**config.mk**
```make
export PLATFORM = sky130hd
export DESIGN_NAME = host_if_master
export DESIGN_NICKNAME = d
export VERILOG_FILES = /design/src/rtl/host_if_master.sv
export SDC_FILE = /design/constraint.sdc
export NUM_CORES = 1
export LEC_CHECK = 0
export ABC_AREA = 1
export CORE_MARGIN = 1.5
export CORE_UTILIZATION = 52
export CTS_BUF_LIST = sky130_fd_sc_hd__clkbuf_8 sky130_fd_sc_hd__clkbuf_16
export CTS_CLUSTER_SIZE = 24
export DETAILED_ROUTE_END_ITERATION = 10
export GPL_TIMING_DRIVEN = 0
export PLACE_DENSITY = 0.84
export SYNTH_ARGS = -nofsm -noshare
export SYNTH_HDL_FRONTEND = slang
export SYNTH_SLANG_ARGS = --single-unit
```
**constraint.sdc**
```tcl
create_clock -name if_clock -period 4 [get_ports if_clock]
set_clock_uncertainty 0.1 [all_clocks]
set_input_delay 1 -clock if_clock [delete_from_list [all_inputs] [get_ports if_clock]]
set_output_delay 1 -clock if_clock [all_outputs]
set_load 0.05 [all_outputs]
```
**src/rtl/host_if_master.sv**
```systemverilog
// Host-side initiator for the FPGA register interface: turns single read/write
// commands into SETEP/SETREG/SETRVAL/RDDATA bus sequences with registered outputs.
module host_if_master #(
  parameter int TIMEOUT = 1024,
  parameter int TW      = 11
) (
  input  logic        if_clock,
  input  logic        reset,
  input  logic        cmd_valid,
  output logic        cmd_ready,
  input  logic        cmd_rd,
  input  logic [15:0] cmd_ep,
  input  logic [15:0] cmd_addr,
  input  logic [15:0] cmd_wdata,
  output logic        rsp_valid,
  output logic [15:0] rsp_rdata,
  output logic        rsp_timeout,
  output logic [3:0]  state,
  output logic [2:0]  ctl,
  output logic [15:0] data_out,
  output logic        data_oe,
  input  logic [15:0] data_in,
  input  logic        rdy
);

  localparam logic [TW-1:0] LAST_WAIT = TW'(TIMEOUT - 1);
  localparam logic [3:0]    RDDATA    = 4'h4;
  localparam logic [2:0]    STROBE_CTL = 3'b010;

  typedef enum logic [2:0] {
    IDLE, SETUP, STROBE, GAP, RD_STROBE, RD_WAIT, RD_GAP, RSP
  } fsm_t;

  fsm_t          fsm_q, fsm_d;
  logic [1:0]    phase_q, phase_d;
  logic          gap_q, gap_d;
  logic [TW-1:0] cnt_q, cnt_d;

  logic          rd_q;
  logic [15:0]   ep_q, addr_q, wdata_q;
  logic [15:0]   rdata_q;
  logic          tmo_q;

  logic          accept;
  logic          rdy_hit;
  logic [15:0]   ep_sel, addr_sel, wdata_sel;

  logic          cmd_ready_d, rsp_valid_d, rsp_timeout_d, data_oe_d;
  logic [15:0]   rsp_rdata_d, data_out_d;
  logic [3:0]    state_d;
  logic [2:0]    ctl_d;

  assign accept  = (fsm_q == IDLE) && cmd_valid && cmd_ready;
  // The device pipeline lags two cycles, so rdy only counts from the second RD_WAIT cycle.
  assign rdy_hit = (cnt_q != '0) && rdy;

  assign ep_sel    = accept ? cmd_ep    : ep_q;
  assign addr_sel  = accept ? cmd_addr  : addr_q;
  assign wdata_sel = accept ? cmd_wdata : wdata_q;

  always_ff @(posedge if_clock) begin
    if (reset) begin
      fsm_q   <= IDLE;
      phase_q <= 2'd0;
      gap_q   <= 1'b0;
      cnt_q   <= '0;
    end else begin
      fsm_q   <= fsm_d;
      phase_q <= phase_d;
      gap_q   <= gap_d;
      cnt_q   <= cnt_d;
    end
  end

  always_comb begin
    fsm_d   = fsm_q;
    phase_d = phase_q;
    gap_d   = 1'b0;
    cnt_d   = '0;
    case (fsm_q)
      IDLE: begin
        if (accept) begin
          fsm_d   = SETUP;
          phase_d = 2'd0;
        end
      end
      SETUP:  fsm_d = STROBE;
      STROBE: fsm_d = GAP;
      GAP: begin
        if (gap_q) begin
          if (rd_q && phase_q == 2'd1) begin
            fsm_d = RD_STROBE;
          end else if (!rd_q && phase_q == 2'd2) begin
            fsm_d = RSP;
          end else begin
            fsm_d   = SETUP;
            phase_d = phase_q + 2'd1;
          end
        end else begin
          gap_d = 1'b1;
        end
      end
      RD_STROBE: fsm_d = RD_WAIT;
      RD_WAIT: begin
        cnt_d = cnt_q + TW'(1);
        if (rdy_hit || cnt_q == LAST_WAIT) begin
          fsm_d = RD_GAP;
        end
      end
      RD_GAP: begin
        if (gap_q) begin
          fsm_d = RSP;
        end else begin
          gap_d = 1'b1;
        end
      end
      RSP:     fsm_d = IDLE;
      default: fsm_d = IDLE;
    endcase
  end

  always_ff @(posedge if_clock) begin
    if (reset) begin
      rd_q    <= 1'b0;
      ep_q    <= 16'h0000;
      addr_q  <= 16'h0000;
      wdata_q <= 16'h0000;
      rdata_q <= 16'h0000;
      tmo_q   <= 1'b0;
    end else begin
      if (accept) begin
        rd_q    <= cmd_rd;
        ep_q    <= cmd_ep;
        addr_q  <= cmd_addr;
        wdata_q <= cmd_wdata;
        rdata_q <= 16'h0000;
        tmo_q   <= 1'b0;
      end
      if (fsm_q == RD_WAIT && fsm_d == RD_GAP) begin
        rdata_q <= rdy_hit ? data_in : 16'h0000;
        tmo_q   <= !rdy_hit;
      end
    end
  end

  // Outputs are decoded from the next state so the registered bus matches the state being entered.
  always_comb begin
    cmd_ready_d   = (fsm_d == IDLE);
    rsp_valid_d   = (fsm_d == RSP);
    rsp_rdata_d   = rsp_rdata;
    rsp_timeout_d = rsp_timeout;
    state_d       = 4'h0;
    ctl_d         = 3'b000;
    data_out_d    = 16'h0000;
    data_oe_d     = 1'b0;
    if (fsm_d == RSP) begin
      rsp_rdata_d   = rdata_q;
      rsp_timeout_d = tmo_q;
    end
    case (fsm_d)
      SETUP, STROBE: begin
        state_d   = {2'b00, phase_d} + 4'd1;
        data_oe_d = 1'b1;
        ctl_d     = (fsm_d == STROBE) ? STROBE_CTL : 3'b000;
        case (phase_d)
          2'd0:    data_out_d = ep_sel;
          2'd1:    data_out_d = addr_sel;
          default: data_out_d = wdata_sel;
        endcase
      end
      RD_STROBE: begin
        state_d = RDDATA;
        ctl_d   = STROBE_CTL;
      end
      RD_WAIT: state_d = RDDATA;
      default: state_d = 4'h0;
    endcase
  end

  always_ff @(posedge if_clock) begin
    if (reset) begin
      cmd_ready   <= 1'b0;
      rsp_valid   <= 1'b0;
      rsp_rdata   <= 16'h0000;
      rsp_timeout <= 1'b0;
      state       <= 4'h0;
      ctl         <= 3'b000;
      data_out    <= 16'h0000;
      data_oe     <= 1'b0;
    end else begin
      cmd_ready   <= cmd_ready_d;
      rsp_valid   <= rsp_valid_d;
      rsp_rdata   <= rsp_rdata_d;
      rsp_timeout <= rsp_timeout_d;
      state       <= state_d;
      ctl         <= ctl_d;
      data_out    <= data_out_d;
      data_oe     <= data_oe_d;
    end
  end

endmodule

```
* Yosys cells after proc, flatten, opt, wreduce, memory -nomap -nowiden
Index checks and enable logic that the tools add are counted.
Word-level totals: bits in registers 126, bits of input ports 69, output and inout bits 43, word-level logic and storage cells 87
Operators by class: add/sub/neg operators 3, eq/ne operators 17, mux-type cells 26, bitwise logic cells 3, reductions and logical operators 20
Operators with widths (number):
- 16-bit two-way mux | 6
- 16-bit one-hot mux with 2 select lines | 1
- 3-bit equality test (second input constant) | 8
- 3-bit one-hot mux with 8 select lines | 1
- 3-bit two-way mux | 6
- 2-bit OR reduction | 6
- 11-bit by 1-bit adder with 11-bit output (second input constant) | 1
- 11-bit by 10-bit equality test with 1-bit output (second input constant) | 1
- 11-bit nonzero test | 1
- 2-bit two-way mux | 5
- 3-bit by 2-bit equality test with 1-bit output (second input constant) | 3
- 2-bit one-hot mux with 2 select lines | 2
- 3-bit by 1-bit equality test with 1-bit output (second input constant) | 2
- 1-bit logical AND | 6
- 3-bit zero test | 2
- 3-bit one-hot mux with 2 select lines | 1
- 2-bit by 1-bit equality test with 1-bit output (second input constant) | 2
- 1-bit two-way mux | 4
- 2-bit by 1-bit adder with 3-bit output (second input constant) | 1
- 1-bit NOT | 3
- 2-bit by 1-bit adder with 2-bit output (second input constant) | 1
- 2-bit equality test (second input constant) | 1
- 1-bit zero test | 2
- 2-bit zero test | 1
- other kinds (2) | 2

* Logic depth before layout (Yosys ltp)
word-level depth 10, gate-level depth with buffers 14, gate-level depth less buffers 14

* Least setup slack after synthesis
OpenSTA, ideal clock, no wires.
kind input port to flip-flop, from input cmd_valid, to register data_out[10], library setup time 0.074 ns, arrival time 2.881 ns, slack 0.945 ns, cell stages on the path 12, path buffers 2, cells stage by stage nand3_2 -> clkinv_2 -> nor2_2 -> nor2_2 -> o21ai_1 -> inv_1 -> ha_1 -> clkbuf_1 -> nor2_1 -> clkbuf_1 -> nand2_1 -> a31oi_1
Between the ends: elaborated cells on any way between the ends 17
RTL lines:
- start: declaration | RTL line 9 | input logic cmd_valid,
- 1-bit logical AND * (2 in series) | RTL line 53 | assign accept = (fsm_q == IDLE) && cmd_valid && cmd_ready;
- 2-bit two-way mux * | RTL line 82 | if (accept) begin
- 2-bit one-hot mux with 2 select lines * | RTL line 80 | case (fsm_q)
- net phase_d[0] | RTL line 35 | logic [1:0] phase_q, phase_d;
- 2-bit by 1-bit equality test with 1-bit output / 2-bit zero test (equally long branches) | RTL line 165 | case (phase_d)
- 16-bit one-hot mux with 2 select lines * | RTL line 165
- end signal: assignment | RTL line 197 | data_out <= data_out_d;
- end: declaration | RTL line 20 | output logic [15:0] data_out,
The timed path passes the listed nets; every way through them passes the cells marked *. A chain may end at the register's enable or synchronous reset.

* Final worst setup path
from input cmd_valid, to register data_out[6]
Same word-level chain as after synthesis.

==> flow_metrics.env <==
export IMPL_numCtsBuffers=17
export IMPL_vias_per_cell=5.09
export IMPL_powerDensity_nw_per_um2=634
export IMPL_synth_cell_types=37
export IMPL_start_util_pct=54.3
export IMPL_slowest_stage="nor2_1"
export IMPL_power_frac_seq_pct=31.8
export IMPL_rsz0062_at_grt="no"
export IMPL_core_area_um2=9910
export IMPL_cap_violations=0
export IMPL_htreeDepth=4
export IMPL_cp_slowest_stage_delay_ps=460
export IMPL_nFillCells=723
export IMPL_period_share_pct=93.5
export IMPL_whs_ps=371
export IMPL_clock_latency_ps=520
export IMPL_synthToLayoutAreaGrowth_pct=35.0
export IMPL_tritoncts="yes"
export IMPL_min_period_ps=3740
export IMPL_cell_internal_pwr_uw=3010
export IMPL_dpl_hpwl_um=9870
export IMPL_yosysSeqAreaShare_pct=45.7
export IMPL_slew_violations=0
export IMPL_ys_ff_latch=123
export IMPL_ios=112
export IMPL_ir_drop_mv=0.401
export IMPL_overflow=0
export IMPL_utilization_pct=73.4
export IMPL_synthCells=746
export IMPL_cts_root_buf="clkbuf_8"
export IMPL_worst_setup_path_type="in2reg"
export IMPL_cts_setup_buffers=0
export IMPL_cts_clk_slew_worst_paths_ps=60
export IMPL_finalSetupViolCount=0
export IMPL_grt_max_degree=17
export IMPL_dr_first_iter_drc_count=246
export IMPL_cp_data_arrival_time_ps=4070
export IMPL_die_area_um2=11000
export IMPL_clockBufferDepth=2
export IMPL_drc=0
export IMPL_max_freq_mhz=267
export IMPL_place_congestion=0.863
export IMPL_synth_edff_count=0
export IMPL_finalNonFillerCells=1019
export IMPL_relSlewSlack_pct=62.6
export IMPL_final_area_um2=7270
export IMPL_gr_max_usage_layer="met2"
export IMPL_cts_sinks=123
export IMPL_avgSynthCellArea_um2=7.22
export IMPL_place_area_um2=6640
export IMPL_dieHeight_um=105
export IMPL_synthesis_area_um2=5390
export IMPL_firstDrtPassIters=5
export IMPL_wl_per_cell_um=14.2
export IMPL_switching_share_pct=34.6
export IMPL_drive_gt1_share_pct=9.71
export IMPL_routed_wl_um=14500
export IMPL_leakagePower_uw=0.00304
export IMPL_met2_usage_pct=48.5
export IMPL_power_frac_comb_pct=32.3
export IMPL_reg2reg_setup_slack_ps=620
export IMPL_nNetsFinal=951
export IMPL_grt_pass1_wl_um=23800
export IMPL_grt_antenna_before_repair=0
export IMPL_min_path_type="reg2reg"
export IMPL_end_kind="flop"
export IMPL_track_usage_pct=26.9
export IMPL_async_reset_ff_share_pct=0
export IMPL_die_width_um=105
export IMPL_io_buffers=108
export IMPL_row_count=36
export IMPL_required_ps=4330
export IMPL_p_clk_share_pct=35.9
export IMPL_grt_pass1_vias=5211
export IMPL_yosys_warnings=0
export IMPL_drtAntennaViolNets=0
export IMPL_critPathLaunchType="input port"
export IMPL_hold_viol_final=0
export IMPL_gr_usage_met1_pct=30.6
export IMPL_n_antenna_cell=0
export IMPL_place_inst=989
export IMPL_tns_ps=0
export IMPL_tightest_slew_ps=562
export IMPL_vias=5185
export IMPL_worst_path_most_repeated_cell="nor2_2"
export IMPL_ys_flop_type="dfxtp_1"
export IMPL_critPathMaxFanout=10
export IMPL_outcome="finished, final reports clean"
export IMPL_crit_chain="clkdlybuf4s50_1, nand3_2, clkinv_2, nor2_2, nor2_2, o21ai_1, inv_1, ha_1, clkbuf_1, nor2_1, clkbuf_2, nand2_1, a31oi_1"
export IMPL_grt_use_met3_pct=6.36
export IMPL_p_sw_uw=1590
## kinds of logic after synthesis
logic type,Yosys count,share of synthesized area [%]
AO/OA/AOI/OAI,109,12.8
buffers and inverters,166,12.5
AND/OR/NAND/NOR,340,27.3
adder cells (fa/ha/maj),7,1.63
flip-flops,123,45.7
other,1,0.0696
## power groups by stage
stage / Combinational (uW) / Clock, uW / Sequential (uW)
after floorplan: 908 / 0 / 1630
after global placement: 1390 / 0 / 1480
after detailed placement: 1440 / 0 / 1490
after CTS: 1480 / 1660 / 1460
after global routing: 1640 / 1710 / 1480
final: 1490 / 1650 / 1470
## layer usage
layer  vias to the layer above  routed length, um  part of all wire (%)
met4                         0                280                   1.9
met3                        34               1010                   6.9
met2                       220               7440                    51
met1                      2370               5780                    40
li1                       2561                  -                     -
met5                         -                  0                     0
## registers in the layout (all words and copies together) (netlist names)
register     flops
rdata_q         16
tmo_q            1
rd_q             1
fsm_q            3
rsp_valid        1
state            3
cmd_ready        1
addr_q          16
cnt_q           11
rsp_rdata       16
gap_q            1
wdata_q         16
phase_q          2
ep_q            16
rsp_timeout      1
data_out        16
data_oe          1
ctl              1
## synthesized netlist by cell type, types with 2 or more instances
library cell	n	share of area, %
a211oi_1	2	0.28
a21oi_1	27	2.5
a31oi_1	16	1.9
buf_1	2	0.14
buf_2	11	1.0
buf_4	5	0.70
buf_6	2	0.42
clkbuf_1	19	1.3
dfxtp_1	123	46
ha_1	7	1.6
inv_1	125	8.7
nand2_1	149	10
nand2_2	3	0.35
nand3_1	26	2.4
nand3_2	2	0.37
nand4_1	17	2.0
nor2_1	112	7.8
nor2_2	5	0.58
nor2_4	2	0.42
nor3_1	3	0.28
nor3b_1	2	0.28
o211ai_1	2	0.28
o21a_1	33	4.6
o21ai_0	22	2.0
or2_2	17	2.0
## cell type report
type,count,area [um^2],share of cell area [%]
clock inverter,13,216,2.98
sequential,123,2460,33.9
buffer,40,200,2.75
clock buffer,17,414,5.70
tap,133,166,2.29
inverter,126,474,6.52
timing repair buffer,108,1080,14.9
multi-input combinational,459,2260,31.0
## per-stage QoR
stage	setup slack [ps]	total power, uW
4_1_cts	200	4600
3_3_place_gp	-156	2870
6_report	261	4610
3_5_place_dp	-212	2930
2_1_floorplan	945	2530
5_1_grt	36.6	4830
## critical path: cells and delay by family
kind                       cells  cell delay, ps
and+or+nand+nor                5            1070
buffers and inverters          5            1290
AOI/OAI and AO/OA              2             490
adders and majority gates      1             210
## repair_timing
action,in CTS,in global routing
gates resized for setup,0,2
hold buffers,0,0
endpoints found under the setup margin,0,7
## path summary, 6_finish.rpt
path	from	endpoint	cells after the start
max	cmd_valid	data_out[6]$_SDFF_PP0_	13
min	cnt_q[0]$_SDFF_PP0_	cnt_q[0]$_SDFF_PP0_	1
max reg2reg	fsm_q[2]$_SDFF_PP0_	data_out[6]$_SDFF_PP0_	14
min reg2reg	cnt_q[0]$_SDFF_PP0_	cnt_q[0]$_SDFF_PP0_	1
## cells in the final DEF (no fill, tap or decap), types with 3 or more instances in the layout
| cell type | instances |
|---|---|
| nor2_1 | 112 |
| a21oi_1 | 27 |
| inv_1 | 125 |
| buf_2 | 11 |
| dfxtp_1 | 123 |
| conb_1 | 3 |
| o21a_1 | 33 |
| ha_1 | 7 |
| clkinvlp_4 | 3 |
| clkdlybuf4s50_1 | 108 |
| nand4_1 | 17 |
| clkbuf_1 | 18 |
| a31oi_1 | 16 |
| nand2_1 | 149 |
| clkbuf_16 | 16 |
| buf_4 | 5 |
| inv_6 | 4 |
| bufinv_16 | 5 |
| nor2_2 | 5 |
| o21ai_0 | 22 |
| or2_2 | 17 |
| nor3_1 | 3 |
| nand3_1 | 26 |
| nand2_2 | 3 |
Note: power is estimated with default switching activity, not from simulation.
